===== src/rtl/instr_sequencer_if.sv =====
`default_nettype none
// ============================================================================
//  Module      : instr_sequencer_if
//  Description : Bundle of the instruction-sequencer signals: control inputs,
//                instruction-memory read port and execution-engine outputs.
//                The sequencer uses the master modport; its environment uses
//                the slave modport.
//  Revision    : 1.0  initial release
// ============================================================================
interface instr_sequencer_if #(
    parameter int ADDR_W = 6
);
    logic              start;
    logic [ADDR_W-1:0] imem_addr;
    logic              imem_rd;
    logic [15:0]       imem_data;
    logic [3:0]        instr;
    logic [3:0]        src_a;
    logic [3:0]        src_b;
    logic [3:0]        dest;
    logic              instr_valid;
    logic              op_done;
    logic              busy;
    logic              halted;
    logic              error;

    modport master (
        input  start,
        output imem_addr,
        output imem_rd,
        input  imem_data,
        output instr,
        output src_a,
        output src_b,
        output dest,
        output instr_valid,
        input  op_done,
        output busy,
        output halted,
        output error
    );

    modport slave (
        output start,
        input  imem_addr,
        input  imem_rd,
        output imem_data,
        input  instr,
        input  src_a,
        input  src_b,
        input  dest,
        input  instr_valid,
        output op_done,
        input  busy,
        input  halted,
        input  error
    );
endinterface
`default_nettype wire


===== src/rtl/instr_sequencer.sv =====
`default_nettype none
// ============================================================================
//  Module      : instr_sequencer
//  Description : Instruction fetch/sequencing stage. Walks a program counter
//                through synchronous instruction memory, presents each
//                instruction to the execution engine and holds it until the
//                datapath reports completion. Halts on the stop opcode, on
//                the last memory address or on a completion timeout.
//  Revision    : 1.0  initial release
// ============================================================================
module instr_sequencer #(
    parameter int ADDR_W  = 6,
    parameter int TIMEOUT = 255
) (
    input  wire logic          clk,
    input  wire logic          reset,
    instr_sequencer_if.master  bus
);

    localparam logic [2:0] S_IDLE      = 3'd0;
    localparam logic [2:0] S_FETCH     = 3'd1;
    localparam logic [2:0] S_WAIT_MEM  = 3'd2;
    localparam logic [2:0] S_ISSUE     = 3'd3;
    localparam logic [2:0] S_WAIT_DONE = 3'd4;
    localparam logic [2:0] S_HALT      = 3'd5;

    localparam logic [2:0]        OP_STOP  = 3'b111;
    localparam logic [ADDR_W-1:0] PC_LAST  = '1;
    // The counter reaches TIMEOUT-1 on the last tolerated WAIT_DONE cycle,
    // so the halt lands after exactly TIMEOUT cycles without completion.
    localparam logic [15:0]       TMO_LAST = 16'(TIMEOUT - 1);

    logic [2:0]        state_q, state_d;
    logic [ADDR_W-1:0] pc_q,    pc_d;
    logic [15:0]       tmo_q,   tmo_d;
    logic              err_q,   err_d;
    logic [15:0]       ir_q,    ir_d;

    // Next-state, program counter, timeout and instruction-register logic
    always_comb begin
        state_d = state_q;
        pc_d    = pc_q;
        tmo_d   = tmo_q;
        err_d   = err_q;
        ir_d    = ir_q;
        case (state_q)
            S_IDLE: begin
                if (bus.start) begin
                    pc_d    = '0;
                    state_d = S_FETCH;
                end
            end
            S_FETCH: begin
                state_d = S_WAIT_MEM;
            end
            S_WAIT_MEM: begin
                ir_d    = bus.imem_data;
                state_d = S_ISSUE;
            end
            S_ISSUE: begin
                // A stop word halts with pc left pointing at it.
                if (ir_q[15:13] == OP_STOP) begin
                    state_d = S_HALT;
                end else begin
                    tmo_d   = '0;
                    state_d = S_WAIT_DONE;
                end
            end
            S_WAIT_DONE: begin
                if (bus.op_done) begin
                    if (pc_q == PC_LAST) begin
                        state_d = S_HALT;
                    end else begin
                        pc_d    = pc_q + 1'b1;
                        state_d = S_FETCH;
                    end
                end else if (tmo_q == TMO_LAST) begin
                    err_d   = 1'b1;
                    state_d = S_HALT;
                end else begin
                    tmo_d = tmo_q + 16'd1;
                end
            end
            S_HALT: begin
                if (bus.start) begin
                    err_d   = 1'b0;
                    pc_d    = '0;
                    state_d = S_FETCH;
                end
            end
            default: begin
                state_d = S_IDLE;
            end
        endcase
    end

    // State registers with asynchronous reset
    always_ff @(posedge clk or posedge reset) begin
        if (reset) begin
            state_q <= S_IDLE;
            pc_q    <= '0;
            tmo_q   <= '0;
            err_q   <= 1'b0;
            ir_q    <= '0;
        end else begin
            state_q <= state_d;
            pc_q    <= pc_d;
            tmo_q   <= tmo_d;
            err_q   <= err_d;
            ir_q    <= ir_d;
        end
    end

    // Outputs come from registers or a pure decode of state, never from inputs
    assign bus.imem_addr   = pc_q;
    assign bus.imem_rd     = (state_q == S_FETCH);
    assign bus.instr_valid = (state_q == S_ISSUE);
    assign bus.busy        = (state_q == S_FETCH)    || (state_q == S_WAIT_MEM) ||
                             (state_q == S_ISSUE)    || (state_q == S_WAIT_DONE);
    assign bus.halted      = (state_q == S_HALT);
    assign bus.error       = err_q;
    assign bus.instr       = ir_q[15:12];
    assign bus.src_a       = ir_q[11:8];
    assign bus.src_b       = ir_q[7:4];
    assign bus.dest        = ir_q[3:0];

endmodule
`default_nettype wire


===== src/flat_wrapper.sv =====
// flat-port wrapper written by rule: the top's interface ports become plain ports
module instr_sequencer_flat 
#(
    parameter int ADDR_W  = 6,
    parameter int TIMEOUT = 255
)
  (clk, reset, bus_start, bus_imem_addr, bus_imem_rd, bus_imem_data, bus_instr, bus_src_a, bus_src_b, bus_dest, bus_instr_valid, bus_op_done, bus_busy, bus_halted, bus_error);
  instr_sequencer_if #(.ADDR_W(ADDR_W)) bus_i ();
  input  wire logic clk;
  input  wire logic reset;
  input wire logic [$bits(bus_i.start)-1:0] bus_start;
  output wire logic [$bits(bus_i.imem_addr)-1:0] bus_imem_addr;
  output wire logic [$bits(bus_i.imem_rd)-1:0] bus_imem_rd;
  input wire logic [$bits(bus_i.imem_data)-1:0] bus_imem_data;
  output wire logic [$bits(bus_i.instr)-1:0] bus_instr;
  output wire logic [$bits(bus_i.src_a)-1:0] bus_src_a;
  output wire logic [$bits(bus_i.src_b)-1:0] bus_src_b;
  output wire logic [$bits(bus_i.dest)-1:0] bus_dest;
  output wire logic [$bits(bus_i.instr_valid)-1:0] bus_instr_valid;
  input wire logic [$bits(bus_i.op_done)-1:0] bus_op_done;
  output wire logic [$bits(bus_i.busy)-1:0] bus_busy;
  output wire logic [$bits(bus_i.halted)-1:0] bus_halted;
  output wire logic [$bits(bus_i.error)-1:0] bus_error;
  assign bus_i.start = bus_start;
  assign bus_imem_addr = bus_i.imem_addr;
  assign bus_imem_rd = bus_i.imem_rd;
  assign bus_i.imem_data = bus_imem_data;
  assign bus_instr = bus_i.instr;
  assign bus_src_a = bus_i.src_a;
  assign bus_src_b = bus_i.src_b;
  assign bus_dest = bus_i.dest;
  assign bus_instr_valid = bus_i.instr_valid;
  assign bus_i.op_done = bus_op_done;
  assign bus_busy = bus_i.busy;
  assign bus_halted = bus_i.halted;
  assign bus_error = bus_i.error;
  instr_sequencer #(.ADDR_W(ADDR_W), .TIMEOUT(TIMEOUT)) u_core (.clk(clk), .reset(reset), .bus(bus_i));
endmodule

===== config.mk =====
export PLATFORM = sky130hd
export DESIGN_NAME = instr_sequencer_flat
export DESIGN_NICKNAME = d
export VERILOG_FILES = /design/src/rtl/instr_sequencer_if.sv /design/src/rtl/instr_sequencer.sv /design/src/flat_wrapper.sv
export SDC_FILE = /design/constraint.sdc
export NUM_CORES = 1
export LEC_CHECK = 0
export BUFFER_PORTS_ARGS = -buffer_cell sky130_fd_sc_hd__buf_2
export CORE_UTILIZATION = 54
export DETAILED_ROUTE_END_ITERATION = 7
export PLACE_DENSITY = 0.78
export SLEW_MARGIN = 20
export SYNTH_ARGS = -nofsm -noshare
export SYNTH_HDL_FRONTEND = slang
export SYNTH_SLANG_ARGS = --single-unit

===== constraint.sdc =====
create_clock -name clk -period 2.2 [get_ports clk]
set_input_delay 0.22 -clock clk [delete_from_list [all_inputs] [get_ports clk]]
set_output_delay 0.22 -clock clk [all_outputs]
set_load 0.005 [all_outputs]

==> Yosys cells after proc, flatten, opt, wreduce, memory -nomap -nowiden <==
Cells that the tools add are included.
{ "totals": {"output_inout_bits": 27, "inputBits": 20, "elab_cells": 54, "reg_bits": 42} }
{ "classes": {"n_mux": 18, "reduce_logical": 12, "addsub": 2, "n_eq_ne": 17} }
{ "ops": {"columns": ["cell", "n"], "rows": [
  ["$mux 16", 3],
  ["$pmux 16 s2", 1],
  ["$mux 6", 3],
  ["$add 16x1->16 const B", 1],
  ["$eq 16x8->1 const B", 1],
  ["$pmux 3 s5", 1],
  ["$mux 3", 4],
  ["$ne 2x2->1 const B", 6],
  ["$pmux 6 s2", 1],
  ["$reduce_and 4->1", 3],
  ["$eq 3x3->1 const B", 3],
  ["$add 6x1->6 const B", 1],
  ["$eq 3x2->1 const B", 2],
  ["$eq 6x6->1 const B", 1],
  ["$reduce_bool 2->1", 3],
  ["$mux 1", 4],
  ["$ne 2x1->1 const B", 2],
  ["$eq 3x1->1 const B", 1],
  ["$logic_not 3->1", 1],
  ["$logic_or 1x1->1", 3],
  ["$ne 3x2->1 const B", 1],
  ["$pmux 1 s2", 1],
  ["$reduce_and 2->1", 1],
  ["$reduce_or 2->1", 1]
]} }

==> Depth between registers and ports, before layout <==
Gate-level depths: netlist of run 1.
{ "logic_depth": {"word_depth": 4, "ltp_mapped": 6, "mapped_depth_nobuf": 6} }

==> Worst setup path after synthesis of run 1 <==
OpenSTA, ideal clock, no wires.
{ "synth_path": {"path_type": "reg2reg", "startpoint": "register u_core.state_q[0]", "endpoint": "register u_core.tmo_q[1]", "n_path_buf": 1, "slack_ns": 0.508, "arrival_ns": 1.567, "required_ns": 2.075, "period_less_slack_ns": 1.692, "path_stages_with_launch": 6, "setup_time_ns": 0.125, "path_cell_list": "dfrtp_1 > buf_6 > nor4b_2 > a31oi_2 > a21oi_4 > mux2_2"} }
{ "synth_via": {"elab_chain_len": 3, "elab_cells_between_ends": 8, "classes_between": "eq/ne (5); mux (1); reduce/logical (2)"} }
{ "synth_rtl": {"columns": ["item", "line_no", "text"], "rows": [
  ["from (decl)", "instr_sequencer.sv:33", "logic [2:0] state_q, state_d;"],
  ["from (signal assigned)", "instr_sequencer.sv:106", "state_q <= state_d;"],
  ["$eq 3x3->1 / $eq 3x2->1 (equally long branches)", "instr_sequencer.sv:46", "case (state_q)"],
  ["$ne 2x2->1 (no source line) / $reduce_bool 2->1 (equally long branches)", null, null],
  ["$reduce_and 4->1 (no source line)", null, null],
  ["to (signal assigned)", "instr_sequencer.sv:108", "tmo_q <= tmo_d;"],
  ["to (decl)", "instr_sequencer.sv:35", "logic [15:0] tmo_q, tmo_d;"]
]} }
Several ways; a longest one is shown, not always the timed one.
A chain may end at the register's enable or synchronous reset.

==> Final worst setup path of run 1 <==
Same ends and word-level chain as after synthesis.

==> results.md, run 1 <==
- TritonRoute pass-1 iters: 4
- Yosys top cell area share: 0.471
- Startpoint Class: flip-flop
- # setup viols final: 0
- Switching portion of total power: 0.346
- Predominant post-synthesis flop cell: dfrtp_1
- Tcrit/Tclk final: 0.862
- Post-CTS Setup Repair Bufs: 0
- Initial DRC Count: 110
- CP max-delay cell: dfrtp_1
- DRT antenna net count: 0
- Area leader, netlist: dfrtp_1
- Commonest cells in the netlist: dfrtp_1 (42), mux2_2 (17), inv_1 (13)
- Post-CTS Hold Buffers: 1
- Hold Crit Class: input pin to flip-flop
- Final Cell Area: 0.00264 sq mm
- R2r setup slk: 0.30 ns
- PostCTS Resize Cnt: 0
- RSZ-0062 raised after global routing: false
- Switching pwr: 1070 uW
- Core footprint: 0.00397 sq mm
- First-pass GRT wire length: 7.63 mm
- Fin. max-slew vios: 0
- Status: completed
- WL/cell: 14.5 um
- Clock Root Buffer: clkbuf_8
- Share of cells above drive strength 1: 0.326
- Pin count of the biggest net entering global routing: 18
- Placer's final routability congestion estimate: 0.924
- Max_slew headroom: 0.639
- Worst IR Drop VDD: 0.840 mV
- EDFF count, synth: 0
- Sequential Power Share: 0.395
- Reg-to-Reg Start: u_core.state_q[0]
- H-tree depth: 2
- N_diodes: 0
- Die X: 66.3 um
- R2r worst-path depth: 4
- Fill cells: 309
- Power Internal: 2020 uW
- Vias: 1819
- Rows: 23
- Fin worst setup slack: 0.303 ns
- Skew-Pair Late Insertion Delay: 0.29 ns
- Antenna violations before repair: 0
- CTS tree: yes
- Post-Synthesis Cells: 216
- Setup crit end kind: flip-flop
- Hpwl dp: 3.45 mm
- Mapped Area: 0.00223 sq mm
- Clk pin slew, worst setup/hold paths: 0.08 ns
- CP Depth: 4
- Final min period: 1.90 ns
- Sequential area share after synthesis: 0.471
- Placed Instances: 309
- Pre-CTS setup slack: 0.304 ns
- Critical path class: flip-flop to flip-flop
- Total GRT Usage: 0.232
- Max Clock Skew: 0.00470 ns
- Slew of the pin with the lowest slew margin: 0.541 ns
- Worst setup path start: u_core.state_q[0]
- Crit Reg-Reg Endpoint: u_core.tmo_q[1]
- Vias in the first global route: 1691
- Syn Area/Cell: 10.3 sq um
- Residual DRC: 0
- Grt ovf: 0
- Logic gate share of total power: 0.406
- Total CTS buffers: 5
- Async SR Flop Fraction: 1.00
- CP top delay family: flip-flops
- Crit path buf inv count: 0
- Die Height: 66.3 um
- Synthesis-stage register bit count: 42
- Buffers added on ports: 46
- Final cell count without fillers: 317
- Max Cap Viol: 0
- Routed WL: 4.60 mm
- Crit path DAT: 2.08 ns
- Yosys warns: 0
- Most common cell in the netlist: dfrtp_1
- Peak Freq: 0.527 GHz
- # IOs: 47
- Starting Density: 0.562
- Hold violation count in the final report: 0
- CP max stage delay: 0.49 ns
- Clk pwr share: 0.199
- Crit path to: u_core.tmo_q[1]
- Hold_ws: 0.159 ns
- Leakage power: 0.00120 uW
- P&R area growth vs syn: 18.2%
- CP required: 2.38 ns
- Vias per cell: 5.74
- Top post-synthesis cells by area: dfrtp_1 (47%), mux2_2 (8.6%), nand3_1 (2.7%), a31oi_1 (2.5%), a21oi_1 (2.5%)
- PwrDens: 1170 mW/mm^2
- Setup TNS: 0 ns
- DIE AREA: 0.00440 sq mm
- CP Cell Sequence: nor4b_2 -> a31oi_2 -> a21oi_4 -> mux2_2
- Post-DP Area: 0.00252 sq mm
- Post-layout net count: 290
- Clk sinks: 42
- Critical Path Fanout Max: 10
- Count of cell types in the netlist: 49
- Clk buf depth: 2
- Syn Nets: 239
## placed cells by master (no fill, tap or decap), types with 2 or more instances in the layout
cell      instances
o21a_1            2
nor4_1            3
nor2_1            6
nor2b_1           2
nor3_1            6
nand2_1          12
nand4_1           4
o211ai_1          2
dfrtp_1          42
buf_4             7
and2_1            3
and3_1            7
or4_1             3
clkbuf_8          6
mux2_2           17
mux2i_1           4
a211o_1           2
buf_2            46
nand2b_1          4
ha_1              3
or3_1             6
inv_1            13
xnor2_1           2
a31oi_1           9
nand3_1          12
or2_2             2
o21ai_0           9
a21oi_1          11
## registers in the layout, summed over array words and instances, names as in the netlist
register and cells:
u_core.bus.error 1, u_core.bus.imem_addr 6, u_core.state_q 3, u_core.ir_q 16, u_core.tmo_q 16
## layout make-up
type                    count  area (sq um)  share of cell area
flip-flops and latches     42          1050               0.398
well taps                  50          62.6              0.0237
clock inverters             1          30.0              0.0114
repair buffers             54           293               0.111
clock buffers               6          82.6              0.0313
inverters                  13          48.8              0.0185
multi-input cells         151          1070               0.406
## worst reg2reg max path, stage by stage (launching register included)
cell     delay, ns
dfrtp_1       0.49
nor4b_2       0.46
a31oi_2       0.18
a21oi_4       0.30
mux2_2        0.37
## worst min path at each step
stage	from	end	slack, ns	cells past startpoint
floorplan	bus_start	u_core.bus.error	0.31	1
global placement	reset	u_core.tmo_q[4]	0.29	2
detailed placement	reset	u_core.tmo_q[5]	0.29	2
CTS	bus_imem_data[2]	u_core.ir_q[2]	0.15	2
global route	bus_imem_data[2]	u_core.ir_q[2]	0.15	2
finish	bus_imem_data[5]	u_core.ir_q[5]	0.16	2
## routing by layer
metal | global-route usage | wire [um] | up-vias | share of wire
li1 | - | - | 892 | -
met1 | 0.293 | 2190 | 874 | 0.48
met2 | 0.395 | 2150 | 48 | 0.47
met3 | 0.0534 | 201 | 5 | 0.044
met4 | 0.0638 | 54 | 0 | 0.012
met5 | 0 | 0 | - | 0
## power by group through the flow
stage	Clock, uW	Sequential, uW	Combinational [uW]
floorplan	0	1190	902
global placement	0	1220	1230
detailed placement	0	1240	1260
CTS	628	1220	1270
global route	662	1260	1370
finish	617	1220	1260
## logic make-up after synthesis
| family | Yosys count | synth area share |
|---|---|---|
| compound gates | 47 | 0.145 |
| simple gates | 78 | 0.207 |
| buf+inv | 23 | 0.0493 |
| xor+xnor | 2 | 0.00785 |
| fa+ha+maj | 3 | 0.0168 |
| flops | 42 | 0.471 |
| mux | 21 | 0.104 |
## per-stage QoR
| stage | power, uW | utilization |
|---|---|---|
| after floorplan | 2090 | - |
| after global placement | 2450 | 0.634 |
| after detailed placement | 2500 | 0.634 |
| after CTS | 3120 | 0.664 |
| after global routing | 3290 | 0.664 |
| final | 3100 | 0.664 |
(Power assumes the default switching activity.)
==> run 2, diff against run 1 <==
--- a/config.mk
+++ b/config.mk
@@ -5,10 +5,12 @@
 export SDC_FILE = /design/constraint.sdc
 export NUM_CORES = 1
 export LEC_CHECK = 0
+export ABC_AREA = 1
+export ABC_CLOCK_PERIOD_IN_PS = 2200
 export BUFFER_PORTS_ARGS = -buffer_cell sky130_fd_sc_hd__buf_2
-export CORE_UTILIZATION = 54
+export CORE_UTILIZATION = 55
 export DETAILED_ROUTE_END_ITERATION = 7
-export PLACE_DENSITY = 0.78
+export PLACE_DENSITY = 0.79
 export SLEW_MARGIN = 20
 export SYNTH_ARGS = -nofsm -noshare
 export SYNTH_HDL_FRONTEND = slang
==> run 2 against run 1 <==
Net effect: sequential share of layout area shrank 0.92 points; flip-flop and latch count unchanged; fmax up 14%; via count rose by 18%; sequential power is 5% lower; clock power is 0.8% higher; worst hold slack lost 0.12 ns; clock skew fell by 0.00077 ns; combinational power shrank 14%; critical path type unchanged; largest cell class unchanged.
==> results.md, run 2 <==
- Syn Area/Cell: 7.16 sq um
- Hpwl dp: 3.49 mm
- Multi-input logic area: 0.00112 sq mm
- Mapped Area: 0.00231 sq mm
- Predominant post-synthesis flop cell: dfrtp_1
- Total CTS buffers: 5
- Most common cell in the netlist: nand2_1
- # IOs: 47
- Commonest non-fill, non-tap cell in the layout: nand2_1
- Clk pin slew, worst setup/hold paths: 0.08 ns
- Post-CTS Setup Repair Bufs: 0
- Vias in the first global route: 1921
- Routed WL: 4.90 mm
- Register Area: 0.00105 sq mm
- Clock Root Buffer: clkbuf_8
- PwrDens: 1060 mW/mm^2
- Crit Reg-Reg Endpoint: u_core.tmo_q[6]
- Skew-Pair Late Insertion Delay: 0.29 ns
- Clk buf depth: 2
- Hold violation count in the final report: 0
- CP required: 2.36 ns
- Post-Synthesis Cells: 323
- H-tree depth: 2
- Yosys top cell area share: 0.454
- Max Clock Skew: 0.00393 ns
- Area leader, netlist: dfrtp_1
- Max_slew headroom: 0.645
- Initial DRC Count: 142
- Buffers added on ports: 46
- Worst IR Drop VDD: 0.630 mV
- Max Cap Viol: 0
- # setup viols final: 0
- Critical Path Fanout Max: 17
- Fill cells: 337
- Sequential area share after synthesis: 0.454
- Status: completed
- Pin count of the biggest net entering global routing: 43
- Post-CTS Hold Buffers: 0
- Async SR Flop Fraction: 1.00
- Most frequent cells in the layout: nand2_1 (141), buf_2 (46), dfrtp_1 (42), nor2_1 (37), inv_1 (25)
- Startpoint Class: flip-flop
- Core footprint: 0.00403 sq mm
- Top post-synthesis cells by area: dfrtp_1 (45%), nand2_1 (23%), nor2_1 (6.0%), nand3_1 (5.2%), inv_1 (4.1%)
- Share of cells above drive strength 1: 0.195
- Hold Crit Class: input pin to asynchronous set/reset pin
- Critical path class: flip-flop to flip-flop
- Placer's final routability congestion estimate: 0.884
- Hold_ws: 0.0380 ns
- P&R area growth vs syn: 16.8%
- Residual DRC: 0
- N_diodes: 0
- Slew of the pin with the lowest slew margin: 0.532 ns
- Count of cell types in the netlist: 29
- Commonest cells in the netlist: nand2_1 (141), dfrtp_1 (42), nor2_1 (37)
- Grt ovf: 0
- TritonRoute pass-1 iters: 5
- Post-layout net count: 397
- Antenna violations before repair: 0
- Vias per cell: 5.07
- EDFF count, synth: 0
- Setup crit end kind: flip-flop
- R2r setup slk: 0.54 ns
- Vias: 2149
- Peak Freq: 0.601 GHz
- Crit path DAT: 1.83 ns
- Final min period: 1.66 ns
- CTS tree: yes
- Rows: 23
- Reg-to-Reg Start: u_core.state_q[2]
- Synthesis-stage register bit count: 42
- Die Height: 66.9 um
- Tcrit/Tclk final: 0.756
- Syn Nets: 346
- First-pass GRT wire length: 8.27 mm
- R2r worst-path depth: 7
- PostCTS Resize Cnt: 0
- Clk sinks: 42
- Starting Density: 0.574
- Fin. max-slew vios: 0
- Total GRT Usage: 0.248
- Yosys warns: 0
- Die X: 66.9 um
- DIE AREA: 0.00447 sq mm
- Setup TNS: 0 ns
- Leakage power: 0.00150 uW
- DRT antenna net count: 0
- RSZ-0062 raised after global routing: false
- WL/cell: 11.6 um
-- run 2: worst max-delay path, cell delays in order, from the launching register on --
cell and delay (ns):
dfrtp_1 0.53, inv_2 0.09, nand3_1 0.19, nor2_1 0.10, a21oi_2 0.24, nand2_4 0.19, nand2_1 0.09, o21ai_0 0.09
-- run 2: worst max-delay path by stage --
stage | endpoint | slack (ns) | start
finish | u_core.tmo_q[6] | 0.54 | u_core.state_q[2]
detailed placement | u_core.tmo_q[6] | 0.54 | u_core.state_q[2]
global placement | u_core.tmo_q[6] | 0.61 | u_core.state_q[2]
CTS | u_core.tmo_q[6] | 0.53 | u_core.state_q[2]
global route | u_core.tmo_q[1] | 0.38 | u_core.state_q[2]
floorplan | u_core.tmo_q[4] | 0.79 | u_core.state_q[0]
-- run 2: metal layers --
layer	track usage	routed length, um	part of all wire	vias to the layer above
met3	0.0599	295	0.060	12
met2	0.394	2200	0.45	82
li1	-	-	-	1106
met4	0.0957	70	0.014	0
met5	0	0	0	-
met1	0.324	2340	0.48	949
-- run 2: power by group --
group	internal [uW]	switching, uW	total, uW
registers	987	168	1160
logic	414	665	1080
clock network	363	259	622
total	1760	1090	2860
-- run 2: metrics by stage --
stage	area (sq um)	worst slack (ns)	cells	total power [uW]	utilization
finish	2700	0.537	424	2860	0.670
global route	2700	0.383	424	3110	0.670
floorplan	2310	0.792	323	1890	-
global placement	2590	0.608	417	2220	0.643
CTS	2700	0.529	424	2880	0.670
detailed placement	2590	0.539	417	2260	0.643
-- run 2: cell type report --
class / count / area share
Clock buffer: 6 / 0.0306
Clock inverter: 1 / 0.0111
Inverter: 29 / 0.0403
Multi-Input combinational cell: 248 / 0.415
Sequential cell: 42 / 0.389
Tap cell: 50 / 0.0232
Timing Repair Buffer: 48 / 0.0908
-- run 2: kinds of logic (layout without fill, tap and decap cells) --
| kind of cell | Yosys count | in the layout | synth area share |
|---|---|---|---|
| flops | 42 | 42 | 0.454 |
| fa+ha+maj | 3 | 3 | 0.0162 |
| simple gates | 219 | 219 | 0.393 |
| compound gates | 22 | 22 | 0.0606 |
| xor+xnor | 4 | 4 | 0.0151 |
| buf+inv | 33 | 84 | 0.0611 |
